`src/rtl/obi_axil_bridge.sv`:
```
// OBI to AXI4-Lite master bridge with in-order responses and a bounded outstanding count.
// Optional feature: define OBI_AXIL_BRIDGE_ERR_EN to report resp[1] of R/B beats on err_o.
module obi_axil_bridge #(
    parameter int          ADDR_W          = 32,
    parameter int          DATA_W          = 32,
    parameter int          MAX_OUTSTANDING = 2,
    parameter logic [2:0]  PROT            = 3'b000
) (
    input  logic                clk_i,
    input  logic                rst_ni,
    input  logic                req_i,
    output logic                gnt_o,
    input  logic [ADDR_W-1:0]   addr_i,
    input  logic                we_i,
    input  logic [DATA_W/8-1:0] be_i,
    input  logic [DATA_W-1:0]   wdata_i,
    output logic                rvalid_o,
    output logic [DATA_W-1:0]   rdata_o,
    output logic                err_o,
    output logic                m_axi_awvalid,
    input  logic                m_axi_awready,
    output logic [ADDR_W-1:0]   m_axi_awaddr,
    output logic [2:0]          m_axi_awprot,
    output logic                m_axi_wvalid,
    input  logic                m_axi_wready,
    output logic [DATA_W-1:0]   m_axi_wdata,
    output logic [DATA_W/8-1:0] m_axi_wstrb,
    input  logic                m_axi_bvalid,
    output logic                m_axi_bready,
    input  logic [1:0]          m_axi_bresp,
    output logic                m_axi_arvalid,
    input  logic                m_axi_arready,
    output logic [ADDR_W-1:0]   m_axi_araddr,
    output logic [2:0]          m_axi_arprot,
    input  logic                m_axi_rvalid,
    output logic                m_axi_rready,
    input  logic [DATA_W-1:0]   m_axi_rdata,
    input  logic [1:0]          m_axi_rresp
);
    localparam int BE_W  = DATA_W / 8;
    localparam int CNT_W = $clog2(MAX_OUTSTANDING + 1);
    localparam logic [CNT_W-1:0] CNT_MAX  = CNT_W'(MAX_OUTSTANDING);
    localparam logic [CNT_W-1:0] CNT_ONE  = CNT_W'(1);
    localparam logic [CNT_W-1:0] CNT_ZERO = {CNT_W{1'b0}};

    typedef enum logic {IDLE = 1'b0, ISSUE = 1'b1} state_e;

    state_e              state_q, state_d;
    logic                dir_q, dir_d;
    logic [CNT_W-1:0]    cnt_q, cnt_d;
    logic [ADDR_W-1:0]   addr_q, addr_d;
    logic [BE_W-1:0]     be_q, be_d;
    logic [DATA_W-1:0]   wdata_q, wdata_d;
    logic                awvalid_q, awvalid_d;
    logic                wvalid_q, wvalid_d;
    logic                arvalid_q, arvalid_d;
    logic                rvalid_q, rvalid_d;
    logic [DATA_W-1:0]   rdata_q, rdata_d;
    logic                gnt_s, r_hs_s, b_hs_s, resp_hs_s;

    // A direction switch waits until every earlier response is back, which keeps R and B ordered.
    assign gnt_s = (state_q == IDLE) & req_i & (cnt_q < CNT_MAX)
                 & ((cnt_q == CNT_ZERO) | (dir_q == we_i));

    assign b_hs_s    = m_axi_bvalid & (cnt_q != CNT_ZERO);
    assign r_hs_s    = m_axi_rvalid & (cnt_q != CNT_ZERO);
    assign resp_hs_s = b_hs_s | r_hs_s;

    // Next-state logic for the command FSM, outstanding counter and response path.
    always_comb begin
        state_d   = state_q;
        dir_d     = dir_q;
        addr_d    = addr_q;
        be_d      = be_q;
        wdata_d   = wdata_q;
        awvalid_d = awvalid_q;
        wvalid_d  = wvalid_q;
        arvalid_d = arvalid_q;
        case (state_q)
            IDLE: begin
                if (gnt_s) begin
                    addr_d    = addr_i;
                    be_d      = be_i;
                    wdata_d   = wdata_i;
                    dir_d     = we_i;
                    awvalid_d = we_i;
                    wvalid_d  = we_i;
                    arvalid_d = ~we_i;
                    state_d   = ISSUE;
                end else begin
                    state_d   = IDLE;
                end
            end
            ISSUE: begin
                // A cleared valid doubles as the done flag for its channel.
                if (dir_q) begin
                    awvalid_d = awvalid_q & ~m_axi_awready;
                    wvalid_d  = wvalid_q & ~m_axi_wready;
                    if (!awvalid_d && !wvalid_d) begin
                        state_d = IDLE;
                    end else begin
                        state_d = ISSUE;
                    end
                end else begin
                    arvalid_d = arvalid_q & ~m_axi_arready;
                    if (!arvalid_d) begin
                        state_d = IDLE;
                    end else begin
                        state_d = ISSUE;
                    end
                end
            end
            default: begin
                state_d = IDLE;
            end
        endcase

        if (gnt_s && !resp_hs_s) begin
            cnt_d = cnt_q + CNT_ONE;
        end else if (!gnt_s && resp_hs_s) begin
            cnt_d = cnt_q - CNT_ONE;
        end else begin
            cnt_d = cnt_q;
        end

        rvalid_d = resp_hs_s;
        if (r_hs_s) begin
            rdata_d = m_axi_rdata;
        end else begin
            rdata_d = {DATA_W{1'b0}};
        end
    end

`ifdef OBI_AXIL_BRIDGE_ERR_EN
    logic err_q, err_d;

    // Error flag taken from the returning beat; only one of R/B can be live at a time.
    always_comb begin
        if (r_hs_s) begin
            err_d = m_axi_rresp[1];
        end else if (b_hs_s) begin
            err_d = m_axi_bresp[1];
        end else begin
            err_d = 1'b0;
        end
    end

    assign err_o = err_q;
`else
    logic unused_resp_s;
    assign unused_resp_s = ^{m_axi_rresp, m_axi_bresp};
    assign err_o = 1'b0;
`endif

    // State and output registers; reset clears every valid asynchronously.
    always_ff @(posedge clk_i or negedge rst_ni) begin
        if (!rst_ni) begin
            state_q   <= IDLE;
            dir_q     <= 1'b0;
            cnt_q     <= CNT_ZERO;
            addr_q    <= {ADDR_W{1'b0}};
            be_q      <= {BE_W{1'b0}};
            wdata_q   <= {DATA_W{1'b0}};
            awvalid_q <= 1'b0;
            wvalid_q  <= 1'b0;
            arvalid_q <= 1'b0;
            rvalid_q  <= 1'b0;
            rdata_q   <= {DATA_W{1'b0}};
`ifdef OBI_AXIL_BRIDGE_ERR_EN
            err_q     <= 1'b0;
`endif
        end else begin
            state_q   <= state_d;
            dir_q     <= dir_d;
            cnt_q     <= cnt_d;
            addr_q    <= addr_d;
            be_q      <= be_d;
            wdata_q   <= wdata_d;
            awvalid_q <= awvalid_d;
            wvalid_q  <= wvalid_d;
            arvalid_q <= arvalid_d;
            rvalid_q  <= rvalid_d;
            rdata_q   <= rdata_d;
`ifdef OBI_AXIL_BRIDGE_ERR_EN
            err_q     <= err_d;
`endif
        end
    end

    assign gnt_o         = gnt_s;
    assign rvalid_o      = rvalid_q;
    assign rdata_o       = rdata_q;
    assign m_axi_awvalid = awvalid_q;
    assign m_axi_awaddr  = addr_q;
    assign m_axi_awprot  = PROT;
    assign m_axi_wvalid  = wvalid_q;
    assign m_axi_wdata   = wdata_q;
    assign m_axi_wstrb   = be_q;
    assign m_axi_arvalid = arvalid_q;
    assign m_axi_araddr  = addr_q;
    assign m_axi_arprot  = PROT;
    assign m_axi_bready  = 1'b1;
    assign m_axi_rready  = 1'b1;

    obi_axil_bridge_chk u_chk (
        .clk_i      (clk_i),
        .rst_ni     (rst_ni),
        .beat_i     (m_axi_bvalid | m_axi_rvalid),
        .cnt_zero_i (cnt_q == CNT_ZERO)
    );
endmodule

// Flags an R/B beat that arrives with nothing outstanding; such beats are dropped.
module obi_axil_bridge_chk (
    input logic clk_i,
    input logic rst_ni,
    input logic beat_i,
    input logic cnt_zero_i
);
    a_no_orphan_beat: assert property (@(posedge clk_i) disable iff (!rst_ni) !(beat_i && cnt_zero_i));
endmodule

```
`config.mk`:
```
export PLATFORM = sky130hd
export DESIGN_NAME = obi_axil_bridge
export DESIGN_NICKNAME = d
export VERILOG_FILES = /design/src/rtl/obi_axil_bridge.sv
export SDC_FILE = /design/constraint.sdc
export NUM_CORES = 1
export LEC_CHECK = 0
export CAP_MARGIN = 15
export CORE_MARGIN = 2
export CORE_UTILIZATION = 34
export DETAILED_ROUTE_END_ITERATION = 6
export GPL_ROUTABILITY_DRIVEN = 0
export GPL_TIMING_DRIVEN = 0
export PLACE_DENSITY = 0.77
export SETUP_SLACK_MARGIN = 0.5
export SYNTH_ARGS = -nofsm -noshare
export SYNTH_HDL_FRONTEND = slang
export SYNTH_SLANG_ARGS = --single-unit
```
`constraint.sdc`:
```
create_clock -name clk_i -period 1.8 [get_ports clk_i]
set_input_delay 0.45 -clock clk_i [delete_from_list [all_inputs] [get_ports clk_i]]
set_output_delay 0.45 -clock clk_i [all_outputs]
set_load 0.01 [all_outputs]
```
After elaboration in Yosys (flattened, before gate mapping):

Cells that the tools add are included.
W data, S select, Z words.

* add/subtract/negate cells: 2
* magnitude comparators: 1
* equal/unequal tests: 4
* muxes and demuxes: 16
* bitwise logic cells: 15
* reductions and logical operators: 13

Operators by type and width (number)
* $mux W32: 1
* $mux W1: 9
* $and A1 B1 Y1: 8
* $pmux W1 S2: 4
* $reduce_and A2 Y1: 3
* $not A1 Y1: 5
* $logic_not A1 Y1: 4
* $mux W2: 2
* $ne A2 B2 Y1 const B: 2
* $reduce_bool A2 Y1: 2
* $logic_and A1 B1 Y1: 3
* $add A2 B1 Y2 const B: 1
* $logic_not A2 Y1: 1
* $lt A2 B2 Y1 const B: 1
* $ne A2 B1 Y1 const B: 1
* $or A1 B1 Y1: 2
* $sub A2 B1 Y2 const B: 1
* $eq A1 B1 Y1: 1

* flip-flop bits (word level): 108
* input bits: 113
* logic and storage cells: 62

Depth between registers and ports, before layout:

Gate-level depths: netlist (run 1).

* word-level depth: 8
* depth in mapped cells: 7

Worst setup path after synthesis (run 1):

No wires, ideal clock.

* path type: register to register
* from: register state_q
* to: register cnt_q[1]
* setup time: 0.128 ns
* data arrival time: 1.689 ns
* required time: 1.672 ns
* path slack: -0.017 ns
* cell stages (with the launch flop): 8
* path buffers: 1
* clock period less this slack: 1.817 ns
* cell sequence: dfrtp_1 -> nor3b_4 -> a21boi_4 -> buf_6 -> ha_1 -> xor2_1 -> nor2_1 -> xor2_1

* word-level cells in the longest chain between the ends: 7
* elaborated cells on any way between the ends: 9

Ends and longest elaborated chain
* from (decl): RTL line 48 `state_e state_q, state_d;`
* from (signal assigned): RTL line 173 `state_q <= state_d;`
* $not A1 Y1 (no line) (*)
* $and A1 B1 Y1 (*) (2 in series): RTL line 62 `assign gnt_s = (state_q == IDLE) & req_i & (cnt_q < CNT_MAX)`
* $and A1 B1 Y1 (*): RTL line 63 `& ((cnt_q == CNT_ZERO) | (dir_q == we_i));`
* via gnt_o: RTL line 12 `output logic gnt_o,`
* $logic_not A1 Y1: RTL line 120 `end else if (!gnt_s && resp_hs_s) begin`
* $logic_and A1 B1 Y1: RTL line 120
* $reduce_bool A2 Y1 (no line)
* to (signal assigned): RTL line 175 `cnt_q <= cnt_d;`
* to (decl): RTL line 50 `logic [CNT_W-1:0] cnt_q, cnt_d;`

The timed path passes the listed nets; every way through them passes the cells marked *.
A chain may end at the register's enable or synchronous reset.

Worst setup path after layout (run 1):

* from: register cnt_q[1]
* to: output gnt_o

* word-level cells in the longest chain between the ends: 3
* elaborated cells on any way between the ends: 5

Ends and longest elaborated chain (RTL line)
* $lt A2 B2 Y1 / $logic_not A2 Y1 (equally long branches)
* $and A1 B1 Y1 / $or A1 B1 Y1 (equally long branches): 62, 63
* $and A1 B1 Y1 (*): 63
* to (decl): 12

Mark *: on every way between the ends. The rest lies on a longest branch, timed or not.

==> impl_metrics.yaml, run 1 <==
pwr:
  powerDensity_nw_per_um2: 1800
  finalPower_mw: 15.8
  power_frac_comb: 0.614
  leakagePower_nw: 4.30
  sw_frac_of_total: 0.308
  p_seq_frac: 0.264
  p_int_mw: 10.9
  power_frac_clock: 0.121
  p_switching_mw: 4.87
  vdd_drop_max_uv: 621
timing:
  worst_slack_ns: -0.0565
  timing.fmax_ghz: 0.539
  finalCriticalPeriod_ns: 1.86
  hold_slack_ns: 0.149
  grt_setup_unrepaired: "true"
  slew_headroom: 0.509
  slew_violations: 0
  finalSetupViolations: 22
  period_share: 1.03
  hold_violations: 0
  tightest_slew_ns: 0.737
  finClkSkew_ns: 0.00619
clock_tree:
  cts_tree: "done"
  clk_pin_slew_ns: 0.07
  cts_max_path_buffers: 2
  insertion_delay_ns: 0.35
  cts_root_buf: "clkbuf_16"
  cts.hold.buffers_added: 0
  cts_htree_levels: 3
  cts_made_buffers: 9
  clock-sinks: 108
setup_path:
  cp-start-kind: "register"
  path_max_fanout: 2
  crit_path_start: "cnt_q[1]"
  cp_num_buf_inv: 2
  critPathSlowestCell: "dfrtp_2"
  cp.arrival_ns: 1.41
  r2r_start: "cnt_q[1]"
  crit_path_cell_trace: "nor3b_4 > a21boi_4 > buf_6 > buf_6"
  cp_slowest_stage_delay_ns: 0.42
  crit_path_end_kind: "primary output"
  cp_top_family: "flip-flops"
  worstSetupPathType: "register to primary output"
  cp_common_cell: "buf_6"
  crit_required_ns: 1.35
global_route:
  grt_pass1_vias: 3723
  grt_max_degree: 57
  grt.overflow.total: 0
  antenna_found_initial: 1
  grt_pass1_wl_um: 19600
  grt.total_usage: 0.191
run_status:
  failed_checks: "negative setup slack"
  outcome: "complete, but fails checks"
logic_synthesis:
  synthArstFlopShare: 1.00
  synth_edf_count: 0
  avgSynthCellArea_um2: 14.6
  netlist_instances: 297
  yosysSeqAreaShare: 0.624
  synth_flop_cell: "dfrtp_1"
  synth_seq_cells: 108
  synth_area_um2: 4330
  yosysWarnings: 0
  synthDistinctLibCells: 30
route:
  avgRoutedWirePerCell_um: 17.6
  wl_um: 14900
  dr_wl_met2_um: 7570
  wl_met1_um: 5340
  viasPerCell: 4.38
  postRouteAntennaNets: 0
  topRoutingLayerUsed: "met4"
  first_iter_violations: 122
  dr_wl_met3_um: 1510
  drc: 0
  firstDrtPassIters: 4
  via_count: 3718
cells_and_area:
  nets: 785
  area_delta_synth_final_pct: 103
  fillers: 850
  drive_gt1_frac: 0.590
  final_cells: 848
hold_path:
  hp-class: "primary input to asynchronous set/reset pin"
place:
  dp.final_hpwl_um: 8850
  port_buffers: 245
  dp.cells: 722
floorplanning:
  rows: 41
  io-pin-count: 259
  fp.coreArea_um2: 12500
  dieArea_um2: 13700
  start_util: 0.346
  die_w_um: 117
  die_h_um: 117
flow_run:
  drv_cap: 0
## sequential cells by signal (all words and copies together) (netlist names)
signal and count:
m_axi_araddr 32, rvalid_o 1, m_axi_awvalid 1, m_axi_arvalid 1
m_axi_wstrb 4, dir_q 1, state_q 1, rdata_o 32
m_axi_wvalid 1, m_axi_wdata 32, cnt_q 2
## routing by layer
layer | GRT usage | vias up
li1 | - | 1687
met1 | 0.211 | 1806
met2 | 0.322 | 191
met3 | 0.0742 | 34
met4 | 0.0957 | 0
met5 | 0 | -
## cell usage after synthesis (all sizes together), types with 2 or more instances
| cell | n | area [um2] |
|---|---|---|
| mux2 | 68 | 766 |
| clkbuf | 3 | 11.3 |
| nand2 | 4 | 15.0 |
| buf | 49 | 392 |
| xor2 | 3 | 26.3 |
| a21oi | 2 | 10.0 |
| and2 | 32 | 200 |
| conb | 2 | 7.51 |
| o221ai | 2 | 17.5 |
| inv | 5 | 18.8 |
| nand3 | 2 | 10.0 |
| o22ai | 2 | 12.5 |
| nor3b | 2 | 26.3 |
| dfrtp | 108 | 2700 |
## final cells by class
| type | count | area, um2 | share of cell area |
|---|---|---|---|
| repair buffers | 356 | 3430 | 0.390 |
| flip-flops and latches | 108 | 2710 | 0.308 |
| multi-input cells | 139 | 1540 | 0.175 |
| plain buffers | 52 | 584 | 0.0665 |
| clock buffers | 12 | 267 | 0.0303 |
| well taps | 172 | 215 | 0.0245 |
| clock inverters | 3 | 21.3 | 0.00242 |
| inverters | 5 | 21.3 | 0.00242 |
| diodes | 1 | 2.50 | 0.000285 |
## logic make-up after synthesis
family                   count (synthesis)  share of synthesized area
other                                    2                    0.00173
XOR/XNOR                                 4                    0.00809
flip-flops                             108                      0.624
buffers and inverters                   57                     0.0974
adder cells (fa/ha/maj)                  1                    0.00289
multiplexers                            69                      0.179
AO/OA/AOI/OAI                           13                     0.0246
AND/OR/NAND/NOR                         43                     0.0621
## what timing repair did
action,CTS,global route
pin swaps,0,2
setup buffers,65,40
setup endpoints to repair,230,242
resized for setup,623,124
endpoints found under the hold margin,0,0
gates cloned,4,1
## stage by stage
stage / area [um2] / util / setup slack [ns] / setup TNS (ns)
floorplan: 4600 / - / -0.00112 / -0.00112
global placement: 7260 / 0.580 / -3.76 / -445.32
detailed placement: 7290 / 0.582 / -1.10 / -40.83
CTS: 8090 / 0.647 / -0.0743 / -0.672
global route: 8790 / 0.702 / -0.126 / -3.24
finish: 8790 / 0.702 / -0.0565 / -0.240
## cells in the final DEF (no fill, tap or decap), types with 2 or more instances in the layout
| cell type | instances |
|---|---|
| buf_4 | 75 |
| clkbuf_8 | 3 |
| buf_12 | 9 |
| clkdlybuf4s50_1 | 105 |
| buf_2 | 55 |
| conb_1 | 9 |
| xor2_1 | 2 |
| and2_1 | 32 |
| mux2_4 | 65 |
| mux2_2 | 3 |
| clkbuf_16 | 10 |
| bufbuf_16 | 4 |
| nand3_1 | 2 |
| dfrtp_1 | 105 |
| a21oi_1 | 2 |
| o221ai_2 | 2 |
| dfrtp_2 | 3 |
| buf_6 | 154 |
| nand2_1 | 4 |
| o22ai_1 | 2 |
| clkbuf_4 | 2 |
| inv_1 | 4 |
## worst paths after layout
kind | end | slack [ns] | depth (start not counted)
setup / recovery | gnt_o | -0.06 | 4
hold / removal | m_axi_araddr[28] | 0.15 | 1
setup reg to reg | m_axi_araddr[24] | -0.02 | 6
hold reg to reg | m_axi_wdata[30] | 0.50 | 1
max in group asynchronous | m_axi_wdata[20] | 0.93 | 2
min in group clk_i | m_axi_wdata[30] | 0.50 | 1
## power groups by stage
stage	sequential, mW	combinational [mW]	clock [mW]
global placement	4.11	6.62	0
global route	4.27	10.3	2.07
floorplan	4.50	2.96	0
CTS	4.05	8.08	1.97
detailed placement	4.16	6.75	0
finish	4.18	9.71	1.92
No activity file was read; power rests on OpenSTA's default activity.
==> run 2: changes to the inputs <==
SETUP_SLACK_MARGIN = unset   (was 0.5)
==> run 2 against run 1 <==
Compared with the run above: the run still ends with negative setup slack left; combinational power shrank 38%; via count fell by 14%; final area decreased by 16%; critical endpoint unchanged; worst setup slack got worse by 0.0072 ns; final cell count down 12%.
==> impl_metrics.yaml, run 2 (synthesized netlist as in run 1, its figures left out) <==
run_status:
  outcome: "complete, but fails checks"
  failed_checks: "negative setup slack"
setup_path:
  cp.arrival_ns: 1.41
  cp-start-kind: "register"
  cp_top_family: "flip-flops"
  crit_path_cell_trace: "nor3b_4 > a21boi_4 > buf_8 > buf_6"
  crit_path_end_kind: "primary output"
  path_max_fanout: 2
  crit_required_ns: 1.35
  critPathSlowestCell: "dfrtp_2"
  worstSetupPathType: "register to primary output"
  cp_num_buf_inv: 2
  cp_slowest_stage_delay_ns: 0.42
timing:
  finalSetupViolations: 2
  grt_setup_unrepaired: "true"
  tightest_slew_ns: 0.559
  hold_violations: 0
  timing.fmax_ghz: 0.537
  slew_violations: 0
  slew_headroom: 0.628
  finClkSkew_ns: 0.00667
  finalCriticalPeriod_ns: 1.86
  period_share: 1.04
  worst_slack_ns: -0.0637
route:
  wl_um: 11100
  first_iter_violations: 88
  firstDrtPassIters: 4
  postRouteAntennaNets: 0
  viasPerCell: 4.31
  drc: 0
  via_count: 3216
  avgRoutedWirePerCell_um: 14.8
clock_tree:
  clk_pin_slew_ns: 0.07
  cts_tree: "done"
  cts_max_path_buffers: 2
  clock-sinks: 108
  insertion_delay_ns: 0.34
  cts_made_buffers: 9
  cts_root_buf: "clkbuf_16"
  cts.hold.buffers_added: 0
  cts_htree_levels: 3
pwr:
  finalPower_mw: 11.9
  powerDensity_nw_per_um2: 1610
  leakagePower_nw: 3.28
  vdd_drop_max_uv: 685
global_route:
  grt_pass1_vias: 3227
  antenna_found_initial: 0
  grt_max_degree: 68
  grt.overflow.total: 0
  grt.total_usage: 0.160
  grt_pass1_wl_um: 16600
floorplanning:
  io-pin-count: 259
  fp.coreArea_um2: 12500
  rows: 41
  start_util: 0.346
  die_w_um: 117
  dieArea_um2: 13700
  die_h_um: 117
cells_and_area:
  final_cell_mix: "clkdlybuf4s50_1 (207), dfrtp_1 (106), mux2_2 (68), buf_4 (51), and2_1 (32)"
  antennaDiodeCount: 0
  final_util: 0.590
  drive_gt1_frac: 0.257
  nets: 684
  area_delta_synth_final_pct: 70.5
  layout_commonest_cell: "clkdlybuf4s50_1"
flow_run:
  drv_cap: 0
place:
  port_buffers: 245
  place_ws_ns: -1.08
  dp.final_hpwl_um: 8550
hold_path:
  hp-class: "primary input to asynchronous set/reset pin"
-- run 2: changes by cell type in the layout (fill, tap and decap cells not counted), sizes merged --
cell | previous run | this run
clkbuf | 16 | 17
buf | 294 | 61
diode | 1 | 0
clkinvlp | 1 | 0
dlymetal6s2s | 0 | 5
dlygate4sd2 | 1 | 31
clkdlybuf4s50 | 105 | 207
bufbuf | 4 | 0
-- run 2: layout make-up --
cell class | count | area (um2)
timing repair buffer | 255 | 2520
clock inverter | 2 | 10.0
fill | 1084 | 5130
inverter | 5 | 18.8
buffer | 52 | 407
multi-input combinational | 139 | 1250
clock buffer | 14 | 254
tap | 172 | 215
sequential | 108 | 2710
-- run 2: power breakdown --
group / total, mW / leakage [nW] / switching, mW / internal [mW]
Combinational: 6.04 / 1.83 / 2.20 / 3.84
Sequential: 4.04 / 1.32 / 0.607 / 3.44
Clock: 1.79 / 0.131 / 0.819 / 0.975
Total: 11.9 / 3.28 / 3.62 / 8.25
-- run 2: timing repair --
item,CTS,global route
endpoints found under the hold margin,0,0
resized for setup,40,5
setup buffers,9,0
setup endpoints to repair,99,25
-- run 2: worst paths after layout --
check | startpoint | endpoint | slack [ns] | depth (start not counted)
setup reg to reg | cnt_q[1] | cnt_q[1] | 0 | 8
hold reg to reg | m_axi_wdata[2] | m_axi_wdata[2] | 0.51 | 1
max in group asynchronous | rst_ni | state_q | 0.95 | 2
setup / recovery | cnt_q[1] | gnt_o | -0.06 | 4
hold / removal | rst_ni | m_axi_wdata[28] | 0.1 | 1
min in group clk_i | m_axi_wdata[2] | m_axi_wdata[2] | 0.51 | 1
-- run 2: metrics by stage --
stage,TNS (ns),cell area (um2),hold WS (ns),std cells
finish,-0.0641,7380,0.0994,747
global route,-0.337,7380,0.128,747
CTS,-0.0652,7370,0.103,747
detailed placement,-39.26,7060,0.472,722
global placement,-432.07,7040,0.488,721
floorplan,-0.00796,4370,0.154,304
-- run 2: metal layers --
metal  global-route usage  routed length [um]
met5                    0                   0
met4               0.0612                 205
met3               0.0551                1130
met2                0.277                5640
met1                0.183                4100
-- run 2: worst register-to-register path: cells and delay by family (launching register included) --
family                   cells  cell delay, ns
XOR/XNOR                     2            0.30
AND/OR/NAND/NOR              2            0.26
flip-flops                   1            0.42
adder cells (fa/ha/maj)      1            0.16
AO/OA/AOI/OAI                1            0.24
buffers and inverters        2            0.30
==> run 3: changes to the inputs <==
PLACE_DENSITY = 0.81   (was 0.77)
clock period = 1.6 ns   (was 1.8 ns; I/O delays follow)
==> run 3 against run 2 <==
Compared with the run above: the flow still finishes with violations (negative setup slack); clock skew down 0.0011 ns; sequential cell count is the same; wire length up 9.0%; die area did not move; via count increased by 1.9%; sequential power grew 13%; clock power is 15% higher; critical endpoint is now m_axi_araddr[10]; largest cell class unchanged; highest routed layer unchanged.
==> impl_metrics.yaml, run 3 (synthesized netlist as in run 1, its figures left out) <==
clock_tree:
  cts_made_buffers: 9
  clock-sinks: 108
  cts.hold.buffers_added: 0
  cts_tree: "done"
  cts_root_buf: "clkbuf_16"
  cts_htree_levels: 3
  insertion_delay_ns: 0.34
  cts_max_path_buffers: 2
  clk_pin_slew_ns: 0.07
setup_path:
  r2r_start: "cnt_q[1]"
  regToRegEndpoint: "m_axi_araddr[10]"
  reg2reg_setup_slack_ns: -0.20
  crit_path_end_kind: "register"
  crit_required_ns: 1.82
  crit_path_cell_trace: "nor3b_4 > a21boi_4 > buf_4 > buf_12 > bufbuf_16 > mux2_4"
  cp.arrival_ns: 2.03
  reg2regPathDepth: 6
  critPathSlowestCell: "dfrtp_2"
  endpoint: "m_axi_araddr[10]"
  worstSetupPathType: "register to register"
  crit_path_start: "cnt_q[1]"
  path_max_fanout: 8
  cp_slowest_stage_delay_ns: 0.42
  cp-start-kind: "register"
timing:
  period_share: 1.13
  worst_slack_ns: -0.204
  timing.fmax_ghz: 0.554
  slew_violations: 0
  grt_setup_unrepaired: "true"
  finalSetupViolations: 70
  tightest_slew_ns: 0.707
  finClkSkew_ns: 0.00559
  slew_headroom: 0.529
  hold_violations: 0
  tns_ns: -9.42
  finalCriticalPeriod_ns: 1.80
global_route:
  grt_pass1_vias: 3411
  grt.total_usage: 0.173
  grt_max_degree: 57
  grt.overflow.total: 0
  antenna_found_initial: 1
  grt_pass1_wl_um: 18000
run_status:
  failed_checks: "negative setup slack"
  outcome: "complete, but fails checks"
hold_path:
  hp-class: "primary input to asynchronous set/reset pin"
route:
  drc: 0
  avgRoutedWirePerCell_um: 15.8
  via_count: 3276
  first_iter_violations: 71
  wl_um: 12100
  firstDrtPassIters: 4
  viasPerCell: 4.28
  postRouteAntennaNets: 0
cells_and_area:
  layout_commonest_cell: "dlygate4sd2_1"
  nets: 702
  final_cell_mix: "dlygate4sd2_1 (135), dfrtp_1 (105), clkdlybuf4s50_1 (105), mux2_4 (66), buf_4 (63)"
  drive_gt1_frac: 0.287
  seqCellArea_um2: 2710
  multiInputGateArea_um2: 1520
  area_delta_synth_final_pct: 79.2
  design_area_um2: 7760
  fillers: 1030
place:
  dp.final_hpwl_um: 8940
  place_ws_ns: -1.19
  dpl_cell_area_um2: 7290
  port_buffers: 245
floorplanning:
  fp.coreArea_um2: 12500
  rows: 41
  die_h_um: 117
  dieArea_um2: 13700
  die_w_um: 117
  start_util: 0.346
  io-pin-count: 259
pwr:
  powerDensity_nw_per_um2: 1800
  vdd_drop_max_uv: 658
  leakagePower_nw: 3.81
  finalPower_mw: 14.0
flow_run:
  drv_cap: 0
[run 3: changes by cell type in the layout (fill, tap and decap cells not counted), sizes merged]
cell / change
dlygate4sd2: +104
clkdlybuf4s50: -102
buf: +17
dlymetal6s2s: -5
clkinvlp: +3
bufbuf: +2
clkdlybuf4s15: +2
clkinv: -2
clkbuf: -1
diode: +1
[run 3: what timing repair did]
| action | CTS | global route |
|---|---|---|
| gates cloned | 2 | 0 |
| resized for setup | 169 | 4 |
| endpoints found under the setup margin | 209 | 75 |
| pin swaps | 1 | 1 |
| buffers inserted | 23 | 3 |
[run 3: layout make-up]
type	count	share of cell area
Tap cell	172	0.0277
Inverter	5	0.00242
Sequential cell	108	0.349
Timing Repair Buffer	273	0.335
Clock inverter	3	0.00290
Buffer	52	0.0551
Clock buffer	13	0.0322
Antenna cell	1	0.000322
Multi-Input combinational cell	139	0.196
[run 3: worst min-delay path by stage]
| stage | from | endpoint | slack (ns) | depth (start not counted) |
|---|---|---|---|---|
| finish | rst_ni | m_axi_araddr[31] | 0.09 | 1 |
| global route | rst_ni | m_axi_araddr[4] | 0.14 | 1 |
| CTS | rst_ni | m_axi_araddr[31] | 0.11 | 1 |
| detailed placement | rst_ni | m_axi_araddr[31] | 0.49 | 1 |
| global placement | m_axi_wstrb[0] | m_axi_wstrb[0] | 0.49 | 1 |
| floorplan | rst_ni | cnt_q[0] | 0.10 | 0 |
[run 3: metal layers]
layer | up-vias | track usage | share of wire | wire length [um]
met4 | 0 | 0.0651 | 0.015 | 187
met1 | 1568 | 0.200 | 0.38 | 4610
met5 | - | 0 | 0 | 0
met3 | 13 | 0.0633 | 0.11 | 1330
met2 | 174 | 0.294 | 0.49 | 5940
li1 | 1521 | - | - | -
[run 3: where the power goes]
part	internal (mW)	switching, mW
combinational	4.61	2.76
sequential	3.87	0.709
clock	1.10	0.960
[run 3: critical path, delay by kind of cell, from the launching register on]
| family | cells | cell delay [ns] |
|---|---|---|
| buffers and inverters | 3 | 0.54 |
| flip-flops | 1 | 0.42 |
| multiplexers | 1 | 0.29 |
| AO/OA/AOI/OAI | 1 | 0.22 |
| AND/OR/NAND/NOR | 1 | 0.21 |
[run 3: metrics by stage]
stage	utilization	hold slack [ns]	std cells
final	0.620	0.0902	766
after global routing	0.620	0.144	766
after CTS	0.618	0.114	763
after detailed placement	0.582	0.486	722
after global placement	0.580	0.493	721
after floorplan	-	0.104	304
